==> config.mk <==
export PLATFORM = sky130hd
export DESIGN_NAME = vitals_sample_frontend_flat
export DESIGN_NICKNAME = d
export VERILOG_FILES = /design/src/rtl/vitals_pkg.sv /design/src/rtl/vitals_sample_frontend_if.sv /design/src/rtl/pulse_sync_edge.sv /design/src/rtl/vitals_sample_frontend.sv /design/src/flat_wrapper.sv
export SDC_FILE = /design/constraint.sdc
export NUM_CORES = 1
export LEC_CHECK = 0
export ABC_CLOCK_PERIOD_IN_PS = 4800
export CAP_MARGIN = 20
export CORE_ASPECT_RATIO = 0.6
export CORE_MARGIN = 3
export CORE_UTILIZATION = 62
export DETAILED_ROUTE_END_ITERATION = 8
export PLACE_DENSITY = 0.78
export SYNTH_ARGS = -nofsm -noshare
export SYNTH_HDL_FRONTEND = slang
export SYNTH_SLANG_ARGS = --single-unit
==> constraint.sdc <==
create_clock -name clk -period 4.8 [get_ports clk]
set_input_delay 1.44 -clock clk [delete_from_list [all_inputs] [get_ports clk]]
set_output_delay 1.44 -clock clk [all_outputs]
set_load 0.01 [all_outputs]
==> src/rtl/vitals_pkg.sv <==
// Shared types and limits for the vitals sample front end.
// Holds the FSM state encoding, output saturation limits and a clamp helper.
package vitals_pkg;

    typedef enum logic [1:0] {
        StWarmup,
        StRun,
        StFault
    } vitals_state_e;

    localparam int unsigned HR_MAX        = 255;
    localparam int unsigned STEP_RATE_MAX = 3;

    function automatic int unsigned saturate(input int unsigned value,
                                             input int unsigned max_value);
        return (value > max_value) ? max_value : value;
    endfunction

endpackage

==> src/rtl/vitals_sample_frontend_if.sv <==
// Sensor-pulse inputs and once-per-second vitals sample outputs.
// The front end uses master; the downstream stages use slave.
interface vitals_sample_frontend_if;
    logic       beat_in;
    logic       step_in;
    logic [7:0] hr_bpm;
    logic [1:0] step_rate;
    logic       sample_valid;
    logic       sensor_fault;
    logic       warming_up;

    modport master (
        input  beat_in, step_in,
        output hr_bpm, step_rate, sample_valid, sensor_fault, warming_up
    );

    modport slave (
        output beat_in, step_in,
        input  hr_bpm, step_rate, sample_valid, sensor_fault, warming_up
    );
endinterface

==> src/rtl/pulse_sync_edge.sv <==
// Two-flop synchronizer followed by a rising-edge detector.
// The one-cycle pulse on rise_o appears two clocks after the input rises.
module pulse_sync_edge (
    input  logic clk,
    input  logic rst,
    input  logic pulse_i,
    output logic rise_o
);
    logic meta_q;
    logic sync_q;
    logic prev_q;

    always_ff @(posedge clk or posedge rst) begin
        if (rst) begin
            meta_q <= 1'b0;
            sync_q <= 1'b0;
            prev_q <= 1'b0;
        end else begin
            meta_q <= pulse_i;
            sync_q <= meta_q;
            prev_q <= sync_q;
        end
    end

    assign rise_o = sync_q & ~prev_q;
endmodule

==> src/rtl/vitals_sample_frontend.sv <==
// Turns raw beat/step pulses into a sliding-window heart rate and a per-second cadence,
// strobing one sample per second and flagging loss of the beat signal.
module vitals_sample_frontend
    import vitals_pkg::*;
#(
    parameter int unsigned TICKS_PER_SEC = 10,
    parameter int unsigned WIN_SEC       = 15,
    parameter int unsigned FAULT_SEC     = 3
) (
    input  logic                      clk,
    input  logic                      rst,
    vitals_sample_frontend_if.master  bus
);
    localparam int unsigned HrMult = 60 / WIN_SEC;
    localparam int unsigned SumW   = $clog2(15 * WIN_SEC + 1);
    localparam int unsigned PtrW   = (WIN_SEC > 1) ? $clog2(WIN_SEC) : 1;
    localparam int unsigned FillW  = $clog2(WIN_SEC + 1);
    localparam int unsigned PreW   = (TICKS_PER_SEC > 1) ? $clog2(TICKS_PER_SEC) : 1;
    localparam int unsigned SilW   = $clog2(FAULT_SEC + 1);

    logic beat_rise;
    logic step_rise;

    pulse_sync_edge u_beat_sync (
        .clk     (clk),
        .rst     (rst),
        .pulse_i (bus.beat_in),
        .rise_o  (beat_rise)
    );

    pulse_sync_edge u_step_sync (
        .clk     (clk),
        .rst     (rst),
        .pulse_i (bus.step_in),
        .rise_o  (step_rise)
    );

    logic [PreW-1:0]  presc_q;
    logic [3:0]       beat_cnt_q;
    logic [2:0]       step_cnt_q;
    logic [3:0]       win_q [WIN_SEC];
    logic [SumW-1:0]  sum_q;
    logic [PtrW-1:0]  wr_ptr_q;
    logic [FillW-1:0] fill_q;
    logic [SilW-1:0]  silent_q;
    vitals_state_e    state_q;
    logic [7:0]       hr_q;
    logic [1:0]       rate_q;
    logic             valid_q;
    logic             fault_q;
    logic             warm_q;

    logic             sec_strobe;
    logic             fault_exit;
    logic [SumW-1:0]  next_sum;
    logic [15:0]      hr_wide;
    logic [7:0]       hr_sat;
    logic [1:0]       rate_sat;
    logic [SilW-1:0]  silent_next;
    logic [FillW-1:0] fill_next;
    logic [PtrW-1:0]  wr_ptr_next;
    logic             fault_hit;

    always_comb begin
        sec_strobe  = (presc_q == PreW'(TICKS_PER_SEC - 1));
        fault_exit  = (state_q == StFault) && beat_rise;
        // The outgoing entry is always part of the sum, so this never underflows.
        next_sum    = sum_q - SumW'(win_q[wr_ptr_q]) + SumW'(beat_cnt_q);
        hr_wide     = 16'(next_sum) * 16'(HrMult);
        hr_sat      = 8'(saturate(32'(hr_wide), HR_MAX));
        rate_sat    = 2'(saturate(32'(step_cnt_q), STEP_RATE_MAX));
        fill_next   = fill_q + FillW'(1);
        wr_ptr_next = (wr_ptr_q == PtrW'(WIN_SEC - 1)) ? '0 : wr_ptr_q + PtrW'(1);
        if (beat_cnt_q != 4'd0) begin
            silent_next = '0;
        end else if (silent_q == SilW'(FAULT_SEC)) begin
            silent_next = silent_q;
        end else begin
            silent_next = silent_q + SilW'(1);
        end
        fault_hit = (silent_next == SilW'(FAULT_SEC));
    end

    // Prescaler and per-second pulse counters; an edge on the strobe opens the new second.
    always_ff @(posedge clk or posedge rst) begin
        if (rst) begin
            presc_q    <= '0;
            beat_cnt_q <= '0;
            step_cnt_q <= '0;
        end else begin
            presc_q <= sec_strobe ? '0 : presc_q + PreW'(1);

            if (sec_strobe || fault_exit) begin
                beat_cnt_q <= beat_rise ? 4'd1 : 4'd0;
            end else if (beat_rise && beat_cnt_q != 4'd15) begin
                beat_cnt_q <= beat_cnt_q + 4'd1;
            end

            if (sec_strobe) begin
                step_cnt_q <= step_rise ? 3'd1 : 3'd0;
            end else if (step_rise && step_cnt_q != 3'd7) begin
                step_cnt_q <= step_cnt_q + 3'd1;
            end
        end
    end

    always_ff @(posedge clk or posedge rst) begin
        if (rst) begin
            for (int i = 0; i < WIN_SEC; i++) begin
                win_q[i] <= '0;
            end
            sum_q    <= '0;
            wr_ptr_q <= '0;
            fill_q   <= '0;
            silent_q <= '0;
            state_q  <= StWarmup;
            hr_q     <= '0;
            rate_q   <= '0;
            valid_q  <= 1'b0;
            fault_q  <= 1'b0;
            warm_q   <= 1'b1;
        end else begin
            valid_q <= 1'b0;
            case (state_q)
                StFault: begin
                    if (beat_rise) begin
                        for (int i = 0; i < WIN_SEC; i++) begin
                            win_q[i] <= '0;
                        end
                        sum_q    <= '0;
                        fill_q   <= '0;
                        silent_q <= '0;
                        fault_q  <= 1'b0;
                        warm_q   <= 1'b1;
                        state_q  <= StWarmup;
                    end else if (sec_strobe) begin
                        silent_q <= silent_next;
                    end
                end
                default: begin
                    if (sec_strobe) begin
                        win_q[wr_ptr_q] <= beat_cnt_q;
                        sum_q           <= next_sum;
                        wr_ptr_q        <= wr_ptr_next;
                        silent_q        <= silent_next;
                        if (state_q == StWarmup) begin
                            fill_q <= fill_next;
                        end
                        // Losing the beat outranks completing warm-up: no sample this second.
                        if (fault_hit) begin
                            state_q <= StFault;
                            fault_q <= 1'b1;
                            warm_q  <= 1'b0;
                        end else if (state_q == StRun || fill_next == FillW'(WIN_SEC)) begin
                            state_q <= StRun;
                            warm_q  <= 1'b0;
                            valid_q <= 1'b1;
                            hr_q    <= hr_sat;
                            rate_q  <= rate_sat;
                        end
                    end
                end
            endcase
        end
    end

    assign bus.hr_bpm       = hr_q;
    assign bus.step_rate    = rate_q;
    assign bus.sample_valid = valid_q;
    assign bus.sensor_fault = fault_q;
    assign bus.warming_up   = warm_q;
endmodule

==> src/flat_wrapper.sv <==
// flat-port wrapper written by rule: the top's interface ports become plain ports
module vitals_sample_frontend_flat import vitals_pkg::*;
#(
    parameter int unsigned TICKS_PER_SEC = 10,
    parameter int unsigned WIN_SEC       = 15,
    parameter int unsigned FAULT_SEC     = 3
)
  (clk, rst, bus_beat_in, bus_step_in, bus_hr_bpm, bus_step_rate, bus_sample_valid, bus_sensor_fault, bus_warming_up);
  vitals_sample_frontend_if bus_i ();
  input  logic clk;
  input  logic rst;
  input wire logic [$bits(bus_i.beat_in)-1:0] bus_beat_in;
  input wire logic [$bits(bus_i.step_in)-1:0] bus_step_in;
  output wire logic [$bits(bus_i.hr_bpm)-1:0] bus_hr_bpm;
  output wire logic [$bits(bus_i.step_rate)-1:0] bus_step_rate;
  output wire logic [$bits(bus_i.sample_valid)-1:0] bus_sample_valid;
  output wire logic [$bits(bus_i.sensor_fault)-1:0] bus_sensor_fault;
  output wire logic [$bits(bus_i.warming_up)-1:0] bus_warming_up;
  assign bus_i.beat_in = bus_beat_in;
  assign bus_i.step_in = bus_step_in;
  assign bus_hr_bpm = bus_i.hr_bpm;
  assign bus_step_rate = bus_i.step_rate;
  assign bus_sample_valid = bus_i.sample_valid;
  assign bus_sensor_fault = bus_i.sensor_fault;
  assign bus_warming_up = bus_i.warming_up;
  vitals_sample_frontend #(.TICKS_PER_SEC(TICKS_PER_SEC), .WIN_SEC(WIN_SEC), .FAULT_SEC(FAULT_SEC)) u_core (.clk(clk), .rst(rst), .bus(bus_i));
endmodule
==> reports/results.txt, run 1 <==
The number of buffers inserted by port buffering is 16. The smallest clock period supported by the final layout is computed as 4.44 ns. The design draws 3.43 mW. The count of cells along the worst register-to-register path came out at 12. In this run, the number of DRC markers left after iteration 0 of detailed routing was 592. Setup slack on the critical path of the routed design comes to 0.360 ns.

After synthesis, the mean cell area works out to 10.3 sq um. The top cell types in the final layout, fill and taps aside, are dfrtp_1 (107), nand2_1 (68), o21ai_0 (55), nor2_1 (33), nand3_1 (29). STA puts the critical path data required time at 5.00 ns.

The floorplan step defined a die boundary enclosing 10300 sq um. TritonCTS built the clock tree. CTS placed an instance of clkbuf_16 at the clock tree root. The number of placed instances with taps included is 655, and the via count of the first global-routing pass is 4270.

After detailed routing, the total wire length is 14.1 mm. The most critical setup path has its startpoint at u_core.wr_ptr_q[1]$_DFFE_PP0P_. With fillers left out, the area of the finished cells amounts to 6130 sq um. The tools report the total inserted antenna cells as 0.

By area the synthesized netlist is led by dfrtp_1 (48%), mux4_2 (6.4%), o21ai_0 (4.9%). The endpoint of the worst register-to-register path was u_core.bus.hr_bpm[2]$_DFFE_PP0P_. The largest individual stage delay along the critical path comes from the cell dfrtp_1.

Counting along the longest clock path gives a buffer depth of 2. Among all flip-flop cells after synthesis, the most frequent one is dfrtp_1. In this run the worst path has a maximum fanout of 15. The iteration count of the initial detailed-routing pass was 6. The fraction of layout instances using a drive strength above 1 was 9.84%. The total of flip-flops plus latches after synthesis was 109; the final count of pins violating max slew was 0. Entering global routing, the biggest net connects 57 pins. Setup violations remaining at the end of the flow were counted as 0.

In the final routed layout, each cell accounts on average for 21.0 microns. The critical path capture point is u_core.bus.hr_bpm[2]$_DFFE_PP0P_. Excluding fillers, the count of instances in the completed layout stands at 671. The synthesized net count is 573, and the CTS clock-pin slew for the worst setup and hold paths is 0.08 ns. The reported max-cap violation count is 0, and the final worst-path cycle share is 92.5%. Measured along the x axis, the die boundary spans 129 microns.

In this run the cell area measured after placement is 5850 sq um. The Yosys step of the flow raised 0 warnings. The run gives 109 as the clock sink count. The first global-routing pass estimated 23.3 mm of wire.

Setup repair after global routing left no endpoint under its margin. The HPWL after detailed placement is 10.1 mm. The floorplan has 26 rows. Data arrives at the worst endpoint at 4.64 ns. Counting the buffers created by CTS gives 9. The tools report the effective utilization at floorplan as 64.9%. The internal reg-to-reg setup slack was 0.36 ns; the headroom to the max-slew limit was 35.7%. Using the TritonRoute via totals, the vias-per-cell ratio works out to 6.68. At the end of routability-driven placement, the weighted congestion stood at 1.05.

The kind of launch point of the worst setup path is a flop. The die span in y works out to 79.9 microns. The setup clock skew after layout is 0.00722 ns. From synthesis to final layout, the design area changed by 8.74%. The flow ran to the end, and the final reports show no timing, DRC or antenna violations. In this run, post-CTS hold repair placed 0 buffers. The final layout net count came out at 577. The run gives 0 as the number of buffers added for setup after CTS.

Across all layers, the routed design uses 4480 vias. The worst register-to-register path begins at u_core.wr_ptr_q[1]$_DFFE_PP0P_. Of all flip-flops after synthesis, the portion carrying an async set or reset was 100%. For the clock network latency to the later pin of the worst-skew pair, the log shows 0.35 ns.

The maximum operating frequency is 225 MHz, and the sequential fraction of the synthesis area is 48.4%. The number of different library cells used by synthesis comes to 65. The number of cells produced by synthesis came out at 550. Walking the worst path, the cells encountered are buf_4 > mux2i_1 > o21ai_0 > mux4_2 > fa_1 > inv_1 > ha_1 > a211oi_1 > o21a_1 > o211ai_1 > xnor2_1 > a31oi_1. The synthesized design spends more area on one cell type than any other, namely dfrtp_1. After clock tree synthesis, the repair step resized 0 gates. The initial antenna violation count is 0, and the cell area after synthesis is 5640 sq um.

Hold violation count in the final report: 0. Cells fill 70.6% of the core in the end. At the pin with the least slew margin, the transition time is 0.957 ns. The worst setup path is captured at a flop. The number of synthesized flops with an enable pin was 0; the maximum ir drop on the vdd rail was 0.342 mV.

Fraction of synthesized cell area taken by the top area cell type: 47.9%. The maximum single-stage delay on the critical path works out to 0.71 ns. In this run the worst hold path is classified as reg -> reg.

The most frequent standard cell in the layout excluding fill and tap cells was dfrtp_1. The run gives 0.370 ns as the worst hold margin. The run gives 29.9% as the total routing usage reported by global routing. After floorplanning, the core was sized to cover 8690 sq um. The logs give 3 for the H-tree depth and 2.64 nW for the cell leakage power. The sum of negative setup slack is 0 ns.

For this run, design rule violations remaining after detail routing come to 0. The post-placement setup slack is 0.318 ns. The tools report the count of antenna-violating nets left after detailed routing as 0. The total overflow left after global routing is 0. The logs give 17 for the I/O pin total and 644 for the number of fill cells in the layout. The path type of the worst setup path is reg -> reg. Dividing total power by cell area gives a power density of 560 nW/um^2.
==> sequential cells by signal, indices dropped and copies added (netlist names), 2 cells and up <==
name and count:
u_core.state_q 2, u_core.bus.hr_bpm 7, u_core.presc_q 4, u_core.fill_q 4
u_core.beat_cnt_q 4, u_core.bus.step_rate 2, u_core.step_cnt_q 3, u_core.sum_q 8
u_core.win_q 60, u_core.silent_q 2, u_core.wr_ptr_q 4
==> metal layers <==
layer | track usage, % | share of wire [%]
met5 | 3.21 | 0
met4 | 7.97 | 1.6
met3 | 9.76 | 11
met2 | 39.2 | 40
met1 | 46.8 | 47
==> cells by family (layout without fill, tap and decap cells) <==
logic type	Yosys count	in the layout	share of synthesized area (%)
buffers and inverters	58	67	4.46
AND/OR/NAND/NOR	188	188	16.2
multiplexers	25	25	8.10
flip-flops	109	109	48.4
XOR/XNOR	7	7	1.09
AO/OA/AOI/OAI	144	144	17.0
adder cells (fa/ha/maj)	19	19	4.75
==> synthesized netlist by cell type, drive strengths merged (4+ instances only) <==
| master | count |
|---|---|
| a21oi | 23 |
| a22o | 14 |
| a31oi | 7 |
| a32o | 4 |
| buf | 18 |
| clkbuf | 12 |
| dfrtp | 108 |
| fa | 4 |
| ha | 15 |
| inv | 28 |
| mux2i | 7 |
| mux4 | 16 |
| nand2 | 69 |
| nand2b | 7 |
| nand3 | 29 |
| nor2 | 33 |
| nor2b | 11 |
| nor3 | 14 |
| nor4 | 4 |
| o211ai | 7 |
| o21ai | 57 |
| o2bb2ai | 4 |
| o31ai | 6 |
| or3 | 4 |
| xnor2 | 6 |
==> worst min path at each step <==
stage                                                   start                             endpoint  slack [ns]  depth (start not counted)
final                     u_core.u_beat_sync.meta_q$_DFF_PP0_  u_core.u_beat_sync.sync_q$_DFF_PP0_        0.37                          0
after global placement    u_core.u_beat_sync.meta_q$_DFF_PP0_  u_core.u_beat_sync.sync_q$_DFF_PP0_        0.33                          0
after CTS                 u_core.u_beat_sync.meta_q$_DFF_PP0_  u_core.u_beat_sync.sync_q$_DFF_PP0_        0.36                          0
after detailed placement  u_core.u_beat_sync.meta_q$_DFF_PP0_  u_core.u_beat_sync.sync_q$_DFF_PP0_        0.34                          0
after floorplan           u_core.u_beat_sync.meta_q$_DFF_PP0_  u_core.u_beat_sync.sync_q$_DFF_PP0_        0.33                          0
after global routing      u_core.u_beat_sync.meta_q$_DFF_PP0_  u_core.u_beat_sync.sync_q$_DFF_PP0_        0.37                          0
==> layout make-up <==
class	instances	area [sq um]	area share, %
repair buffers	23	213	3.47
clock inverters	6	53.8	0.877
clock buffers	10	229	3.73
multi-input cells	383	2660	43.4
inverters	28	108	1.75
flip-flops and latches	109	2730	44.5
well taps	112	140	2.28
==> power by group <==
part | switching, mW | leakage, nW | internal (mW) | total (mW)
combinational | 0.920 | 1.06 | 0.605 | 1.53
clock | 0.363 | 0.141 | 0.364 | 0.727
sequential | 0.117 | 1.44 | 1.07 | 1.18
total | 1.40 | 2.64 | 2.03 | 3.43
==> worst max-delay path, delay by kind of cell, from the launching register on <==
family | cells | cell delay (ns)
fa+ha+maj | 2 | 0.87
flops | 1 | 0.71
mux | 2 | 0.74
buf+inv | 2 | 0.41
xor+xnor | 1 | 0.60
compound gates | 5 | 0.95
Power figures use the tool's default switching activity.
==> run 2, diff against run 1 <==
--- a/config.mk
+++ b/config.mk
@@ -12,6 +12,7 @@
 export CORE_UTILIZATION = 62
 export DETAILED_ROUTE_END_ITERATION = 8
 export PLACE_DENSITY = 0.78
+export REMOVE_ABC_BUFFERS = 1
 export SYNTH_ARGS = -nofsm -noshare
 export SYNTH_HDL_FRONTEND = slang
 export SYNTH_SLANG_ARGS = --single-unit
==> reports/results.txt, run 2 (same netlist as run 1, synthesis figures left out) <==
The flow ran to the end, and the final reports show no timing, DRC or antenna violations. The cell leakage power was 2.63 nW (-0.51%); the maximum ir drop on the vdd rail was 0.297 mV (-13%). The hold violation count in the final report was 0 (unchanged). The global-route wire length before repair was 23.3 mm (about the same); the largest fanout on the critical path was 18 (+3). Setup repair after global routing left no endpoint under its margin. The power per standard cell area is 557 nW/um^2 (-0.58%). The sum of negative setup slack was 0 ns (unchanged). The worst hold margin came out at 0.355 ns (-0.0156 ns). The most frequent cell on the critical path was mux4_2.

The number of flip-flops in the largest register works out to 60 (unchanged). Aggregate routed wire length: 14.2 mm (+1.1%). The H-tree depth was 3 (unchanged); the final worst-path cycle share was 92.7% (+0.24 points). The CTS clock-pin slew for the worst setup and hold paths is 0.07 ns (about the same). In this design, the largest share of critical-path delay is due to adder cells. The combinational fraction of design power was 45.2% (+0.8 points); the HPWL reported at the end of detailed placement was 10.1 mm (+0.14%). The floorplan die width was 129 microns (unchanged); the cell internal power dissipation was 2.03 mW (-0.43%). The tools report the final layout net count as 578 (+0.17%).

Leaving out fill and tap cells, the most frequent cell in the layout is dfrtp_1. The iteration count of the initial detailed-routing pass was 5 (-1); the number of buffers inserted by port buffering was 16 (unchanged). Final count of pins violating max slew: 0 (unchanged).

STA classifies the critical path endpoint as a flop. The total routing usage reported by global routing is 29.8% (-0.050 points). The routed wire length per instance came out at 21.2 microns (+0.96%). The total buffers and inverters traversed by the critical path came out at 2 (unchanged).

The number of failing setup endpoints in the final timing report was 0 (unchanged). The initial DRC count is 505 (-15%), and the critical path data arrival time is 4.65 ns (about the same). The last weighted congestion value of the routability-driven placer came out at 1.01 (-3.9%).

For the placeable core region, the log shows 8690 sq um (unchanged). The headroom to the max-slew limit came out at 29.7% (-5.9 points). The site row count is 26 (unchanged), and the sequential share of power is 34.9% (+0.5 points). The tools report the switching power as 1.38 mW (-1.6%).

Master of the slowest instance on the critical path: dfrtp_1. The initial antenna violation count was 0 (unchanged); the clock network latency to the later pin of the worst-skew pair was 0.35 ns (about the same). The worst endpoint required time is 5.00 ns (about the same), and the signed area change from the synthesized netlist to the final layout is 8.39%. The run gives 0 (unchanged) as the number of DRC violations after detailed routing. For the quantity of gates resized following cts, the log shows 0 (unchanged). The count of hold buffers inserted by post-cts repair was 0 (unchanged). Path type of the worst setup path: reg -> reg.

The effective utilization at floorplan was 64.9% (unchanged). The worst-case clock buffer depth is 2 (unchanged), and the reported max-cap violation count is 0 (unchanged). Ranked by flip-flop count, first place goes to u_core.win_q.

The number of buffers added for setup after CTS was 0 (unchanged). TritonCTS built the clock tree. Fraction of layout instances using a drive strength above 1: 9.11% (-0.73 points).

The signal on the critical path passes through buf_4 > mux4_2 > mux4_2 > fa_1 > inv_1 > ha_1 > a211oi_1 > o21a_1 > o211ai_1 > xnor2_1 > a31oi_1. The tools report the clock sink count as 109 (unchanged). The detail-routed via count per cell is 6.60 (-1.2%). The count of antenna-violating nets left after detailed routing is 0 (unchanged), and the setup clock skew after layout is 0.00905 ns (+0.00183 ns).

The largest net degree at the start of global routing is 58 (+1.8%), and the clock share of power is 20.0% (-1.2 points). The die span in y came out at 79.9 microns (unchanged). The tightest min-delay check is of the reg -> reg type. For the final global-route overflow total, the log shows 0 (unchanged). The run gives 10300 sq um (unchanged) as the die area. In the layout the commonest cells are dfrtp_1 (108), nand2_1 (68), o21ai_0 (55), nor2_1 (33), nand3_1 (29). The tools report the via count of the first global-routing pass as 4322 (+1.2%). Clock tree synthesis selected as its root buffer the cell clkbuf_16.

The switching share of power was 40.5% (-0.28 points). The number of vias in the routed layout came out at 4434 (-1.0%). The tools report the total inserted antenna cells as 0 (unchanged). The worst setup path is launched from a flop.

The logs give 9 (unchanged) for the number of clock buffers inserted by TritonCTS and 225 MHz (-0.26%) for the maximum operating frequency. The transition time at the pin with the least slew margin is 1.05 ns (+0.0878 ns), and the shortest clock period the worst path allows after layout is 4.45 ns (+0.0114 ns). The I/O pin total was 17 (unchanged); the maximum single-stage delay on the critical path was 0.84 ns (+0.13 ns).
run 2: changes by cell type in the layout (fill, tap and decap cells not counted), sizes merged:
cell      delta
buf          +1
clkbuf       +4
clkinv       -1
clkinvlp     +1
inv          -4
run 2: routing by layer:
layer	global-route usage, %	routed length, microns
met5	0	0
met4	7.55	257
met3	10.2	1460
met2	40.9	5910
met1	45.2	6610
run 2: final timing paths:
| kind | startpoint | endpoint | slack [ns] | depth (start not counted) |
|---|---|---|---|---|
| hold / removal | u_core.u_beat_sync.meta_q$_DFF_PP0_ | u_core.u_beat_sync.sync_q$_DFF_PP0_ | 0.35 | 0 |
| setup / recovery | u_core.wr_ptr_q[0]$_DFFE_PP0P_ | u_core.bus.hr_bpm[5]$_DFFE_PP0P_ | 0.35 | 11 |
| hold reg to reg | u_core.u_beat_sync.meta_q$_DFF_PP0_ | u_core.u_beat_sync.sync_q$_DFF_PP0_ | 0.35 | 0 |
| setup reg to reg | u_core.wr_ptr_q[0]$_DFFE_PP0P_ | u_core.bus.hr_bpm[5]$_DFFE_PP0P_ | 0.35 | 11 |
| max in group asynchronous | rst | u_core.win_q[56]$_DFFE_PP0P_ | 2.37 | 3 |
| min in group asynchronous | rst | u_core.step_cnt_q[1]$_DFFE_PP0P_ | 1.55 | 2 |
run 2: worst register-to-register path: stages (launching register included):
cell and delay (ns):
dfrtp_1 0.84, buf_4 0.31, mux4_2 0.32, mux4_2 0.50, fa_1 0.56, inv_1 0.06, ha_1 0.32, a211oi_1 0.33
o21a_1 0.19, o211ai_1 0.15, xnor2_1 0.55, a31oi_1 0.18
run 2: layout make-up:
| type | instances | area [sq um] |
|---|---|---|
| sequential | 109 | 2730 |
| inverter | 28 | 108 |
| fill | 631 | 2570 |
| clock inverter | 2 | 12.5 |
| multi-input combinational | 383 | 2660 |
| clock buffer | 14 | 244 |
| tap | 112 | 140 |
| timing repair buffer | 24 | 220 |
run 2: metrics by stage:
stage,instances,total power [mW],util [%],instance area (sq um),worst slack (ns)
CTS,672,3.38,70.4,6110,0.347
detailed placement,656,2.69,67.4,5860,0.364
global placement,656,2.62,67.4,5860,0.561
global route,672,3.62,70.4,6110,0.0680
finish,672,3.40,70.4,6110,0.349
floorplan,520,2.30,-,5490,0.488
run 2: power by group through the flow:
stage	clock [mW]	sequential (mW)	combinational, mW
2_1_floorplan	0	1.17	1.13
3_5_place_dp	0	1.19	1.50
3_3_place_gp	0	1.19	1.43
4_1_cts	0.678	1.18	1.52
5_1_grt	0.723	1.20	1.70
6_report	0.679	1.19	1.54
